### config.mk
export PLATFORM = sky130hd
export DESIGN_NAME = cnn_mul_acc_pipe
export DESIGN_NICKNAME = d
export VERILOG_FILES = /design/src/rtl/cnn_mul_acc_pipe.sv
export SDC_FILE = /design/constraint.sdc
export NUM_CORES = 1
export LEC_CHECK = 0
export ABC_AREA = 1
export BUFFER_PORTS_ARGS = -buffer_cell sky130_fd_sc_hd__buf_2
export CORE_ASPECT_RATIO = 0.75
export CORE_MARGIN = 2
export CORE_UTILIZATION = 48
export CTS_BUF_LIST = sky130_fd_sc_hd__clkbuf_4 sky130_fd_sc_hd__clkbuf_8
export DETAILED_ROUTE_END_ITERATION = 10
export GPL_TIMING_DRIVEN = 0
export PLACE_DENSITY = 0.63
export SLEW_MARGIN = 40
export SYNTH_ARGS = -nofsm -noshare
export SYNTH_HDL_FRONTEND = slang
export SYNTH_SLANG_ARGS = --single-unit
### constraint.sdc
create_clock -name ap_clk -period 4.4 [get_ports ap_clk]
set_input_delay 0.88 -clock ap_clk [delete_from_list [all_inputs] [get_ports ap_clk]]
set_output_delay 0.88 -clock ap_clk [all_outputs]
set_load 0.02 [all_outputs]
### src/rtl/cnn_mul_acc_pipe.sv
// Pipelined signed multiply-accumulate for CNN dot products: NUM_STAGE product registers,
// one accumulate stage, and one round/saturate output register, all frozen by output backpressure.
module cnn_mul_acc_pipe #(
  parameter int DIN0_WIDTH = 11,
  parameter int DIN1_WIDTH = 15,
  parameter int NUM_STAGE  = 3,
  parameter int ACC_WIDTH  = 32,
  parameter int FRAC_SHIFT = 9,
  parameter int DOUT_WIDTH = 15
) (
  input  logic                         ap_clk,
  input  logic                         ap_rst_n,
  input  logic                         in_vld,
  output logic                         in_rdy,
  input  logic                         in_first,
  input  logic                         in_last,
  input  logic signed [DIN0_WIDTH-1:0] din0,
  input  logic signed [DIN1_WIDTH-1:0] din1,
  output logic                         out_vld,
  input  logic                         out_rdy,
  output logic signed [DOUT_WIDTH-1:0] dout,
  output logic                         sat_flag
);

  localparam int PROD_WIDTH = DIN0_WIDTH + DIN1_WIDTH;

  // Rounding and clipping work one bit wider than the accumulator so the +half never wraps.
  localparam logic signed [ACC_WIDTH:0] RND_HALF =
    (ACC_WIDTH+1)'(64'sd1 <<< (FRAC_SHIFT - 1));
  localparam logic signed [ACC_WIDTH:0] DOUT_MAX =
    (ACC_WIDTH+1)'((64'sd1 <<< (DOUT_WIDTH - 1)) - 64'sd1);
  localparam logic signed [ACC_WIDTH:0] DOUT_MIN =
    (ACC_WIDTH+1)'(-(64'sd1 <<< (DOUT_WIDTH - 1)));

  // Handshake: in_vld/in_rdy accept a beat on the rising edge when both are 1;
  // out_vld/out_rdy retire a result the same way. A pending unretired result
  // (out_vld=1, out_rdy=0) freezes every register, which is exactly when in_rdy drops.
  logic adv;

  logic signed [PROD_WIDTH-1:0] prod;
  logic signed [PROD_WIDTH-1:0] prod_q [NUM_STAGE];
  logic [NUM_STAGE-1:0]         vld_q;
  logic [NUM_STAGE-1:0]         first_q;
  logic [NUM_STAGE-1:0]         last_q;

  logic signed [ACC_WIDTH-1:0]  prod_ext;
  logic signed [ACC_WIDTH-1:0]  acc_q, acc_d;
  logic                         acc_done_q, acc_done_d;

  logic signed [ACC_WIDTH:0]    rnd_sum;
  logic signed [ACC_WIDTH:0]    rnd_shift;
  logic                         sat_hi, sat_lo;
  logic signed [DOUT_WIDTH-1:0] dout_d, dout_q;
  logic                         sat_d, sat_q;
  logic                         out_vld_q;

  assign adv    = ~(out_vld_q & ~out_rdy);
  assign in_rdy = adv;

  assign prod = PROD_WIDTH'(din0) * PROD_WIDTH'(din1);

  always_ff @(posedge ap_clk or negedge ap_rst_n) begin
    if (!ap_rst_n) begin
      for (int s = 0; s < NUM_STAGE; s++) prod_q[s] <= '0;
      vld_q   <= '0;
      first_q <= '0;
      last_q  <= '0;
    end else if (adv) begin
      prod_q[0]  <= prod;
      vld_q[0]   <= in_vld;
      first_q[0] <= in_first;
      last_q[0]  <= in_last;
      for (int s = 1; s < NUM_STAGE; s++) begin
        prod_q[s]  <= prod_q[s-1];
        vld_q[s]   <= vld_q[s-1];
        first_q[s] <= first_q[s-1];
        last_q[s]  <= last_q[s-1];
      end
    end
  end

  assign prod_ext = ACC_WIDTH'(prod_q[NUM_STAGE-1]);

  always_comb begin
    acc_d      = acc_q;
    acc_done_d = vld_q[NUM_STAGE-1] & last_q[NUM_STAGE-1];
    if (vld_q[NUM_STAGE-1]) begin
      acc_d = first_q[NUM_STAGE-1] ? prod_ext : acc_q + prod_ext;
    end
  end

  always_ff @(posedge ap_clk or negedge ap_rst_n) begin
    if (!ap_rst_n) begin
      acc_q      <= '0;
      acc_done_q <= 1'b0;
    end else if (adv) begin
      acc_q      <= acc_d;
      acc_done_q <= acc_done_d;
    end
  end

  always_comb begin
    rnd_sum   = (ACC_WIDTH+1)'(acc_q) + RND_HALF;
    rnd_shift = rnd_sum >>> FRAC_SHIFT;
    sat_hi    = rnd_shift > DOUT_MAX;
    sat_lo    = rnd_shift < DOUT_MIN;
    sat_d     = sat_hi | sat_lo;
    if (sat_hi)      dout_d = DOUT_MAX[DOUT_WIDTH-1:0];
    else if (sat_lo) dout_d = DOUT_MIN[DOUT_WIDTH-1:0];
    else             dout_d = rnd_shift[DOUT_WIDTH-1:0];
  end

  // When not stalled, either no result is pending or it is being retired this edge.
  always_ff @(posedge ap_clk or negedge ap_rst_n) begin
    if (!ap_rst_n) begin
      out_vld_q <= 1'b0;
      dout_q    <= '0;
      sat_q     <= 1'b0;
    end else if (adv) begin
      out_vld_q <= acc_done_q;
      if (acc_done_q) begin
        dout_q <= dout_d;
        sat_q  <= sat_d;
      end
    end
  end

  assign out_vld  = out_vld_q;
  assign dout     = dout_q;
  assign sat_flag = sat_q;

endmodule

==> After elaboration in Yosys (flattened, before gate mapping) <==
Index checks and enable logic that the tools add are counted.
{ "totals": {"output_inout_bits": 18, "regBits": 137, "elab_cells": 26} }
{ "classes": {"multipliers": 1, "bitwise_logic": 5, "order_cmp": 2, "n_mux": 3, "n_addsub": 2, "n_reduce_logical": 2} }
{ "ops": {"columns": ["cell", "n"], "rows": [
  ["$add A32 B10 Y33 const B", 1],
  ["$add A32 B26 Y32", 1],
  ["$mux W32", 1],
  ["$mux W15", 2],
  ["$mul A11 B15 Y26", 1],
  ["$gt A24 B15 Y1 const B", 1],
  ["$lt A24 B15 Y1 const B", 1],
  ["$reduce_and A2 Y1", 2],
  ["$and A1 B1 Y1", 2],
  ["$not A1 Y1", 2],
  ["$or A1 B1 Y1", 1]
]} }

==> Depth between registers and ports, before layout <==
Gate-level depths: netlist (run 1).
{ "logic_depth": {"depth_word": 4, "mapped_depth": 25, "ltp_nobuf": 24} }

==> Worst setup path after synthesis (run 1) <==
Ideal clock, no wire load.
{ "synth_timing": {"path_kind": "input port to flip-flop", "from": "in din1[14]", "to": "reg prod_q[77] (netlist name)", "stages": 22, "required_time_ns": 4.282, "setup_ns": 0.118, "arrival_time_ns": 5.681, "setup_slack_ns": -1.399, "path_cell_list": "clkbuf_1 nand2_1 fa_1 inv_1 fa_1 inv_1 fa_1 inv_1 fa_1 inv_1 fa_1 inv_1 ha_1 nand2_1 nor4_1 nand4_1 nand3_1 nand2_1 nand2_1 nand2_1 nand3_1 nand2_1"} }
{ "synth_between": {"elab_chain_cells": 1} }
{ "synth_lines": {"columns": ["element", "line_no", "source"], "rows": [
  ["from (decl)", "18", "input logic signed [DIN1_WIDTH-1:0] din1,"],
  ["$mul A11 B15 Y26", "60", "assign prod = PROD_WIDTH'(din0) * PROD_WIDTH'(din1);"],
  ["to (signal, indexed assignment)", "74", "prod_q[s] <= prod_q[s-1];"],
  ["to (decl)", "41", "logic signed [PROD_WIDTH-1:0] prod_q [NUM_STAGE];"]
]} }
Every way passes these cells.
A chain may end at the register's enable or synchronous reset.

==> Worst setup path in the final report (run 1) <==
{ "layout_timing": {"from": "in din1[14]", "to": "reg prod_q[74] (netlist name)"} }
The elaborated chain is that of the path after synthesis.

==> results of run 1 <==
[timing repair]
action | 4_1_cts | 5_1_grt
pin swaps | 80 | 85
gates resized for setup | 121 | 86
endpoints found under the setup margin | 18 | 19
gates cloned | 4 | 0
buffers inserted | 60 | 33
[worst max-delay path by stage]
stage	cells after the start	to
2_1_floorplan	22	prod_q[77]
3_3_place_gp	20	prod_q[74]
3_5_place_dp	20	prod_q[74]
4_1_cts	23	prod_q[77]
5_1_grt	22	prod_q[74]
6_report	22	prod_q[74]
[cells in the mapped netlist (4+ instances only)]
cell type  instances
nand3b_1           5
nand2_1          593
nand3_1           66
dfrtp_1          137
a21oi_1          102
a21oi_2           10
or2_2             16
clkbuf_1          56
a21o_1             8
xnor2_1           18
o21bai_1           7
o21ai_0           97
nand2_2            4
xor2_1            26
nor2_1           121
inv_1            373
ha_1              87
nor3_1            15
nand4_1           12
fa_1             154
[critical path, cell delays in order]
cell	delay, ns
buf_8	0.08
clkbuf_16	0.16
nand2_8	0.06
fa_2	0.61
inv_4	0.06
buf_6	0.11
fa_1	0.55
fa_1	0.44
fa_1	0.51
inv_1	0.05
fa_1	0.49
inv_2	0.05
ha_4	0.31
buf_6	0.13
nand2_8	0.06
nor4_4	0.35
nand4_1	0.19
buf_6	0.18
nand3_2	0.07
nand2_1	0.06
nand3_1	0.06
nand2_1	0.06
[cell families after synthesis]
logic type	Yosys count	share of synthesized area, %
flops	137	23.82
fa+ha+maj	241	28.98
buf+inv	438	11.53
compound gates	242	9.283
xor+xnor	44	2.677
simple gates	843	23.71
[per-stage QoR]
step / hold WS [ns] / cells / setup slack, ns / cell area (um2) / setup TNS [ns]
after detailed placement: 0.4558 / 2387 / -1.622 / 16070 / -21.02
after CTS: 0.3510 / 2482 / -0.6502 / 17530 / -7.031
after global routing: 0.3681 / 2513 / -0.9063 / 18060 / -10.55
after global placement: 0.4503 / 2386 / -1.512 / 16030 / -20.58
final: 0.3439 / 2513 / -0.7581 / 18060 / -7.935
after floorplan: 0.4346 / 1945 / -0.6591 / 15300 / -8.126
[sequential cells by signal, summed over array words and instances, names as in the netlist]
signal,flops
acc_done_q,1
acc_q,32
dout,15
first_q,3
last_q,3
out_vld,1
prod_ext,26
prod_q,52
sat_flag,1
vld_q,3
[final cells by class]
class / instances / area [um2] / area share (%)
multi-input cells: 1370 / 10300 / 57.04
flip-flops and latches: 137 / 3428 / 18.99
inverters: 377 / 1436 / 7.955
repair buffers: 145 / 1353 / 7.491
plain buffers: 60 / 623.1 / 3.451
well taps: 392 / 490.5 / 2.716
clock buffers: 21 / 282.8 / 1.566
clock inverters: 11 / 143.9 / 0.7969
[routing by layer]
metal	global-route usage (%)	vias up	wire length [um]
met5	0	-	0
met4	3.692	0	281
met3	8.796	31	4317
met2	39.70	409	17110
met1	44.40	6406	21210
li1	-	6249	-
==> flow_summary_export.csv, run 1 <==
group,metric,value,unit
run,maxCapViolations,0,
yosys,synth.distinct_cells,40,
yosys,async_reset_ff_share,100.0,%
drt,wire_per_inst,17.08,um
timing,fmax,0.1939,GHz
timing,finalWorstSetupSlack,-0.7581,ns
worst_setup_path,r2r_end,"acc_q[30]",
clock_network,cts_buffers,17,
yosys,synth_area_leaders,"dfrtp_1 24%, fa_1 21%, nand2_1 15%",
timing,slew_headroom,44.88,%
yosys,synth_seq_cells,137,
floorplanning,core,29320,um2
timing,slew_violations,0,
drt,vias,13095,
yosys,yosysTopAreaCell,"dfrtp_1",
outcome,violations,"setup timing",
yosys,synthFlopType,"dfrtp_1",
clock_network,clockBufferDepth,2,
worst_setup_path,cp-start-kind,"input port",
drt,via_per_inst,5.211,
drt,wl,42920,um
worst_setup_path,reg2reg_depth,12,
worst_setup_path,r2r_slack,1.42,ns
clock_network,h-tree-depth,4,
global_route,antenna_found_initial,0,
yosys,synth_seq_area_share,23.82,%
timing,finalCritPeriodShare,117.2,%
clock_network,tritoncts,"yes",
global_route,grt.overflow.total,0,
global_route,grt_use_total,28.59,%
global_route,grt_pass1_wl,69900,um
global_route,grt_start_max_net_pins,75,
yosys,syn_nets,2218,
yosys,synth_warnings,0,
worst_setup_path,critPathMaxFanout,5,
placement,io_buffers,49,
floorplanning,initial_core_util,49.09,%
yosys,synth-edff-count,0,
yosys,synth.avg_cell_area,7.401,um2
timing,setup_viol,16,
worst_setup_path,end_kind,"flop",
cells_and_area,antenna_cells,0,
placement,routabilityCongestion,0.9631,
floorplanning,row_count,54,
worst_setup_path,startpoint,"din1[14]",
drt,firstDrtPassIters,5,
cells_and_area,fin_nets,2381,
drt,antenna_left,0,
cells_and_area,final_cell_mix,"543 x nand2_1, 327 x inv_1, 137 x dfrtp_1",
cells_and_area,utilization,61.58,%
clock_network,clkLatencyLatePin,0.48,ns
timing,finalHoldViolations,0,
clock_network,cts_hold_buf,0,
worst_setup_path,arrival,5.53,ns
worst_setup_path,cp.required,4.77,ns
cells_and_area,n_fill_cell,2668,
floorplanning,fp.dieH,154.0,um
cells_and_area,syn2layout_area_growth,25.43,%
yosys,synth_cells,1945,
yosys,synthDominantCellAreaShare,23.82,%
outcome,status,"complete, but fails checks",
clock_network,cts_sinks,137,
drt,drt_iter0_drc,976,
yosys,syn-cell-area,14400,um2
worst_hold_path,min_path_type,"input port to asynchronous set/reset pin",
global_route,grt_pass1_vias,13192,
timing,rsz0062_at_grt,"true",
timing,min_period,5.158,ns
timing,fin_skew,0.007602,ns
placement,hpwlAfterDp,33800,um
floorplanning,die_w,204.0,um
floorplanning,ioPinCount,50,
clock_network,path_clk_slew,0.08,ns
worst_setup_path,rr_startpoint,"prod_ext[0]",
cells_and_area,drive_above_1_share,21.03,%
drt,drc,0,
worst_setup_path,crit_type,"input port to flop",
timing,tightest_slew,0.8182,ns
cells_and_area,layout_commonest_cell,"nand2_1",
floorplanning,die-area,31410,um2
clock_network,cts_root_buf,"clkbuf_8",
Power of run 1 is not shown: default switching activity piles up to over one toggle a cycle in this logic, so the estimate is an artifact.
==> run 2, diff against run 1 <==
--- a/config.mk
+++ b/config.mk
@@ -5,7 +5,6 @@
 export SDC_FILE = /design/constraint.sdc
 export NUM_CORES = 1
 export LEC_CHECK = 0
-export ABC_AREA = 1
 export BUFFER_PORTS_ARGS = -buffer_cell sky130_fd_sc_hd__buf_2
 export CORE_ASPECT_RATIO = 0.75
 export CORE_MARGIN = 2
==> run 2 against run 1 <==
  * The flow still finishes with violations (setup timing)
  * Setup slack worse by 0.34 ns
  * Hold slack worse by 0.087 ns
  * Sequential cell count stayed put
  * Design area is 7.9% lower
  * Maximum frequency is 6.2% lower
==> flow_summary_export.csv, run 2 <==
group,metric,value,unit
drt,drt_iter0_drc,852,
yosys,synthTopCellsByCount,"357 x nand2_1, 217 x inv_1, 154 x fa_1",
yosys,synth.distinct_cells,62,
yosys,synth.most_common_cell,"nand2_1",
cells_and_area,layout_commonest_cell,"nand2_1",
worst_setup_path,arrival,5.84,ns
worst_setup_path,cp.required,4.74,ns
worst_setup_path,critPathMaxFanout,6,
worst_setup_path,end_kind,"flop",
yosys,synth.avg_cell_area,8.561,um2
run,maxCapViolations,0,
drt,firstDrtPassIters,5,
cells_and_area,antenna_cells,0,
drt,via_per_inst,5.352,
clock_network,clockBufferDepth,2,
timing,finalCritPeriodShare,125.0,%
cells_and_area,drive_above_1_share,18.76,%
timing,slew_violations,0,
timing,min_period,5.501,ns
timing,finalWorstSetupSlack,-1.101,ns
floorplanning,initial_core_util,48.70,%
clock_network,cts_buffers,17,
yosys,synth_cells,1588,
drt,wire_per_inst,16.84,um
yosys,synth_seq_area_share,25.22,%
timing,fin_skew,0.01212,ns
clock_network,cts_hold_buf,0,
clock_network,cts_sinks,137,
floorplanning,fp.dieH,149.8,um
worst_setup_path,crit_type,"input port to flop",
cells_and_area,regMostFlops,"prod_q",
floorplanning,ioPinCount,50,
cells_and_area,n_fill_cell,2502,
global_route,grt_use_total,25.96,%
clock_network,path_clk_slew,0.08,ns
drt,vias,11416,
yosys,syn-cell-area,13600,um2
placement,hpwlAfterDp,27080,um
drt,drc,0,
timing,rsz0062_at_grt,"true",
yosys,synthDominantCellAreaShare,25.22,%
cells_and_area,final_cell_mix,"339 x nand2_1, 190 x inv_1, 137 x fa_1, 137 x dfrtp_1, 72 x nor2_1",
cells_and_area,utilization,59.56,%
global_route,grt_pass1_wl,59730,um
worst_hold_path,min_path_type,"input port to asynchronous set/reset pin",
worst_setup_path,cp-start-kind,"input port",
timing,setup_viol,16,
outcome,violations,"setup timing",
timing,finalHoldViolations,0,
yosys,synth-edff-count,0,
floorplanning,row_count,53,
floorplanning,core,27920,um2
placement,io_buffers,49,
yosys,synthFlopType,"dfrtp_1",
cells_and_area,fin_nets,2008,
yosys,synth_seq_cells,137,
global_route,grt_start_max_net_pins,58,
timing,tightest_slew,0.8427,ns
placement,routabilityCongestion,0.9121,
yosys,async_reset_ff_share,100.0,%
global_route,antenna_found_initial,0,
drt,antenna_left,0,
timing,fmax,0.1818,GHz
drt,wl,35930,um
yosys,synth_area_leaders,"dfrtp_1 25%, fa_1 23%, nand2_1 9.9%",
cells_and_area,syn2layout_area_growth,22.30,%
global_route,grt_pass1_vias,11508,
clock_network,clkLatencyLatePin,0.48,ns
yosys,yosysTopAreaCell,"dfrtp_1",
timing,slew_headroom,43.82,%
yosys,synth_warnings,0,
cells_and_area,largest_reg_flops,52,
floorplanning,die-area,29700,um2
clock_network,tritoncts,"yes",
global_route,grt.overflow.total,0,
outcome,status,"complete, but fails checks",
yosys,syn_nets,1861,
clock_network,h-tree-depth,4,
floorplanning,die_w,198.3,um
clock_network,cts_root_buf,"clkbuf_8",
-- run 2: cell types whose count changed after synthesis, sizes merged, moves of 18 or more --
cell   previous run  this run
and2              1        65
xnor2            18        36
nand2           597       357
o21ai            97        68
a21oi           113        66
nand3            68        27
nor2            124        78
inv             376       217
-- run 2: logic make-up after synthesis --
family	count (synthesis)	synth area share (%)
AOI/OAI and AO/OA	254	11.97
xor gates and xnor gates	59	3.801
adders and majority gates	241	30.68
buffers and inverters	287	8.007
DFF	137	25.22
muxes	5	0.3681
and+or+nand+nor	605	19.95
-- run 2: final timing paths --
| kind | slack, ns | start | depth (start not counted) | to |
|---|---|---|---|---|
| max | -1.10 | din0[3] | 22 | prod_q[75] |
| max in group asynchronous | 3.25 | ap_rst_n | 3 | acc_q[20] |
| min reg2reg | 0.47 | vld_q[1] | 2 | vld_q[1] |
| min in group ap_clk | 0.47 | vld_q[1] | 2 | vld_q[1] |
| min | 0.26 | ap_rst_n | 1 | acc_q[0] |
| max reg2reg | 1.19 | prod_ext[0] | 12 | acc_q[30] |
-- run 2: cell type report --
cell class | instances | area, um2 | share of cell area [%]
multi-input cells | 1164 | 9709 | 58.39
flip-flops and latches | 137 | 3428 | 20.62
repair buffers | 129 | 1135 | 6.825
inverters | 217 | 823.3 | 4.951
plain buffers | 69 | 626.9 | 3.770
well taps | 385 | 481.7 | 2.897
clock buffers | 24 | 305.3 | 1.836
clock inverters | 8 | 117.6 | 0.7074
-- run 2: per-stage QoR --
step	worst slack (ns)	setup TNS (ns)	cells	area, um2	hold slack [ns]
after detailed placement	-1.961	-23.86	2024	14870	0.4559
after global routing	-1.233	-14.07	2133	16630	0.2389
after CTS	-1.096	-10.66	2123	16390	0.2336
after global placement	-1.923	-23.39	2022	14810	0.4503
after floorplan	-1.217	-12.29	1588	14080	0.4384
final	-1.101	-11.64	2133	16630	0.2569
-- run 2: critical path, cell delays in order --
cell and delay, ns:
buf_12 0.10, and2_4 0.16, inv_2 0.04, fa_1 0.58, inv_2 0.06, fa_1 0.46, fa_1 0.50, fa_1 0.52
inv_2 0.04, fa_1 0.54, inv_2 0.04, ha_4 0.26, and3_4 0.20, nand3_4 0.08, or4_4 0.59, a31oi_4 0.20
buf_6 0.12, buf_6 0.09, o21a_1 0.11, nor2_1 0.04, xnor2_1 0.15, o21ai_1 0.07
-- run 2: timing repair --
action                     4_1_cts  5_1_grt
cloned                           6        1
setup buffers                   62       13
gates resized for setup        132       60
setup endpoints to repair       17       18
pin swaps                       64       32
-- run 2: per-layer routing --
metal | routed length (um) | GRT usage [%] | vias to the layer above
met5 | 0 | 0 | -
met4 | 288 | 4.398 | 0
met3 | 2726 | 7.302 | 40
met2 | 14920 | 36.98 | 314
met1 | 17990 | 39.59 | 5674
li1 | - | - | 5388
Power of run 2 is left out for the same reason.
==> run 3, diff against run 2 <==
--- a/config.mk
+++ b/config.mk
@@ -6,7 +6,6 @@
 export NUM_CORES = 1
 export LEC_CHECK = 0
 export BUFFER_PORTS_ARGS = -buffer_cell sky130_fd_sc_hd__buf_2
-export CORE_ASPECT_RATIO = 0.75
 export CORE_MARGIN = 2
 export CORE_UTILIZATION = 48
 export CTS_BUF_LIST = sky130_fd_sc_hd__clkbuf_4 sky130_fd_sc_hd__clkbuf_8
==> constraint.sdc (replaced) <==
create_clock -name ap_clk -period 4.4 [get_ports ap_clk]
set_input_delay 0.44 -clock ap_clk [delete_from_list [all_inputs] [get_ports ap_clk]]
set_output_delay 0.44 -clock ap_clk [all_outputs]
set_load 0.02 [all_outputs]
==> run 3 against run 2 <==
  * The flow still finishes with violations (setup timing)
  * Non-clock buffer count decreased by 20
  * Clock-buffer cell count shrank 5
  * Setup slack better by 0.36 ns
  * Via count decreased by 4.5%
  * Design area fell by 2.7%
  * Maximum frequency up 6.9%
  * Critical path depth stayed put
  * First-iteration DRC count is 27% lower
  * Clock skew increased by 0.0036 ns
  * Register-to-register slack improved by 0.14 ns
  * Critical path type unchanged
  * Global-route usage down 1.6 points
  * Highest routed layer unchanged
==> flow_summary_export.csv, run 3 (same netlist as run 2, synthesis figures left out) <==
group,metric,value,unit
worst_hold_path,min_path_type,"input port to flop",
placement,pre_cts_ws,-1.522,ns
placement,place_inst,2016,
worst_setup_path,end_kind,"flop",
power,ir_worst_vdd,0.5270,mV
power,leakage,7.727,nW
floorplanning,core,27860,um2
worst_setup_path,startpoint,"din0[6]",
floorplanning,die_w,172.3,um
cells_and_area,drive_above_1_share,16.72,%
cells_and_area,n_fill_cell,2474,
worst_setup_path,worst-path-buf-inv,7,
worst_setup_path,path_cells,"buf_12 > clkbuf_16 > buf_8 > nand2_2 > fa_1 > inv_2 > fa_1 > fa_1 > fa_1 > inv_2 > fa_1 > inv_2 > ha_4 > and3_4 > nand3_4 > or4_4 > a31oi_4 > buf_6 > o21a_1 > nor2_1 > xnor2_1 > o21ai_1",
worst_hold_path,min_from,"in_last",
timing,finalHoldViolations,0,
worst_setup_path,r2r_end,"acc_q[31]",
clock_network,h-tree-depth,4,
cells_and_area,antenna_cells,0,
timing,min_period,5.144,ns
cells_and_area,fin_nets,1988,
placement,hpwlAfterDp,26230,um
clock_network,tritoncts,"yes",
worst_hold_path,holdPathEnd,"last_q[0]",
outcome,status,"complete, but fails checks",
worst_setup_path,critPathSlowestCell,"or4_4",
clock_network,path_clk_slew,0.08,ns
drt,via_per_inst,5.178,
worst_hold_path,hold_depth,3,
run,maxCapViolations,0,
timing,finalCritPeriodShare,116.9,%
cells_and_area,final_cell_mix,"337 x nand2_1, 196 x inv_1, 138 x fa_1",
worst_setup_path,reg2reg_depth,10,
global_route,grt.overflow.total,0,
worst_setup_path,r2r_slack,1.33,ns
cells_and_area,regMostFlops,"prod_q",
worst_setup_path,cpLargestDelayFamily,"adder cells",
placement,io_buffers,49,
drt,drt_iter0_drc,620,
timing,tightest_slew,0.7286,ns
outcome,violations,"setup timing",
global_route,grt_pass1_vias,11008,
drt,wire_per_inst,16.28,um
drt,wl,34290,um
worst_setup_path,cp-start-kind,"input port",
timing,rsz0062_at_grt,"true",
global_route,antenna_found_initial,0,
clock_network,cts_sinks,137,
worst_setup_path,critPathMaxFanout,6,
worst_setup_path,cp.required,4.72,ns
cells_and_area,finalNonFillerCells,2106,
cells_and_area,syn2layout_area_growth,19.03,%
global_route,grt_pass1_wl,56370,um
floorplanning,fp.dieH,172.3,um
drt,vias,10905,
clock_network,cts_root_buf,"clkbuf_8",
global_route,grt_use_total,24.40,%
drt,antenna_left,0,
worst_setup_path,crit_type,"input port to flop",
timing,slew_headroom,51.43,%
global_route,grt_start_max_net_pins,71,
clock_network,clockBufferDepth,2,
floorplanning,die-area,29690,um2
floorplanning,ioPinCount,50,
cells_and_area,largest_reg_flops,52,
power,powerDensity,899.3,nW/um2
timing,fmax,0.1944,GHz
timing,finalWorstSetupSlack,-0.7442,ns
placement,routabilityCongestion,0.9021,
cells_and_area,layout_commonest_cell,"nand2_1",
floorplanning,row_count,61,
worst_setup_path,cpPeakStageDelay,0.59,ns
timing,slew_violations,0,
floorplanning,initial_core_util,48.80,%
clock_network,clkLatencyLatePin,0.45,ns
worst_setup_path,cp_common_cell,"fa_1",
timing,setup_viol,15,
timing,fin_skew,0.01573,ns
drt,firstDrtPassIters,6,
drt,drc,0,
clock_network,cts_buffers,17,
worst_setup_path,arrival,5.46,ns
worst_setup_path,rr_startpoint,"prod_ext[1]",
## run 3: cell types whose count changed in the layout (fill, tap and decap cells not counted), moves of 5 or more
| cell | delta |
|---|---|
| clkbuf_16 | -5 |
| buf_6 | -9 |
| inv_1 | +6 |
| buf_8 | +5 |
| o21ai_0 | +7 |
| inv_2 | -5 |
| buf_4 | -16 |
| o21ai_1 | -6 |
## run 3: cell type report
| type | instances | area [um2] | area share (%) |
|---|---|---|---|
| Tap cell | 378 | 473.0 | 2.923 |
| Clock inverter | 13 | 120.1 | 0.7422 |
| Sequential cell | 137 | 3428 | 21.18 |
| Clock buffer | 19 | 255.2 | 1.577 |
| Multi-Input combinational cell | 1164 | 9587 | 59.24 |
| Buffer | 67 | 543.0 | 3.356 |
| Inverter | 217 | 818.3 | 5.056 |
| Timing Repair Buffer | 111 | 958.4 | 5.922 |
## run 3: layer usage
metal  wire [um]  global-route usage [%]  up-vias
met2       17420                   44.14      205
met5           0                       0        -
met3        1020                   2.586       64
met1       14850                   30.46     5280
met4        1001                   8.148        0
li1            -                       -     5356
## run 3: worst register-to-register path: cells and delay by family (launching register included)
kind	cells	cell delay, ns
fa+ha+maj	1	0.34
flops	1	0.41
compound gates	6	1.37
simple gates	3	0.89
## run 3: worst max path at each step
stage / cells after the start / end
global placement: 20 / prod_q[77]
floorplan: 20 / prod_q[77]
CTS: 20 / prod_q[77]
detailed placement: 20 / prod_q[77]
finish: 22 / prod_q[75]
global route: 22 / prod_q[75]
## run 3: report_power, final
part	internal, mW	switching, mW	leakage [nW]
Sequential	1.95	0.576	1.62
Combinational	5.11	5.93	5.92
Clock	0.472	0.515	0.186
## run 3: per-stage QoR
stage / total power, mW / hold slack, ns / utilization [%] / setup TNS, ns / instance area (um2)
final: 14.55 / 0.1932 / 58.09 / -5.574 / 16180
after global routing: 16.07 / 0.1857 / 58.09 / -7.842 / 16180
after CTS: 13.99 / 0.1575 / 56.72 / -4.423 / 15800
after detailed placement: 12.08 / 0.4172 / 52.94 / -16.56 / 14750
after global placement: 11.88 / 0.4484 / 52.80 / -15.89 / 14710
after floorplan: 10.04 / 0.1444 / - / -6.070 / 13990
## run 3: what timing repair did
action | in CTS | in global routing
hold buffers | 1 | 0
endpoints found under the hold margin | 67 | 0
buffers inserted | 38 | 17
pin swaps | 64 | 38
endpoints found under the setup margin | 14 | 16
cloned | 6 | 1
gates resized for setup | 89 | 63
Power figures use the tool's default switching activity.
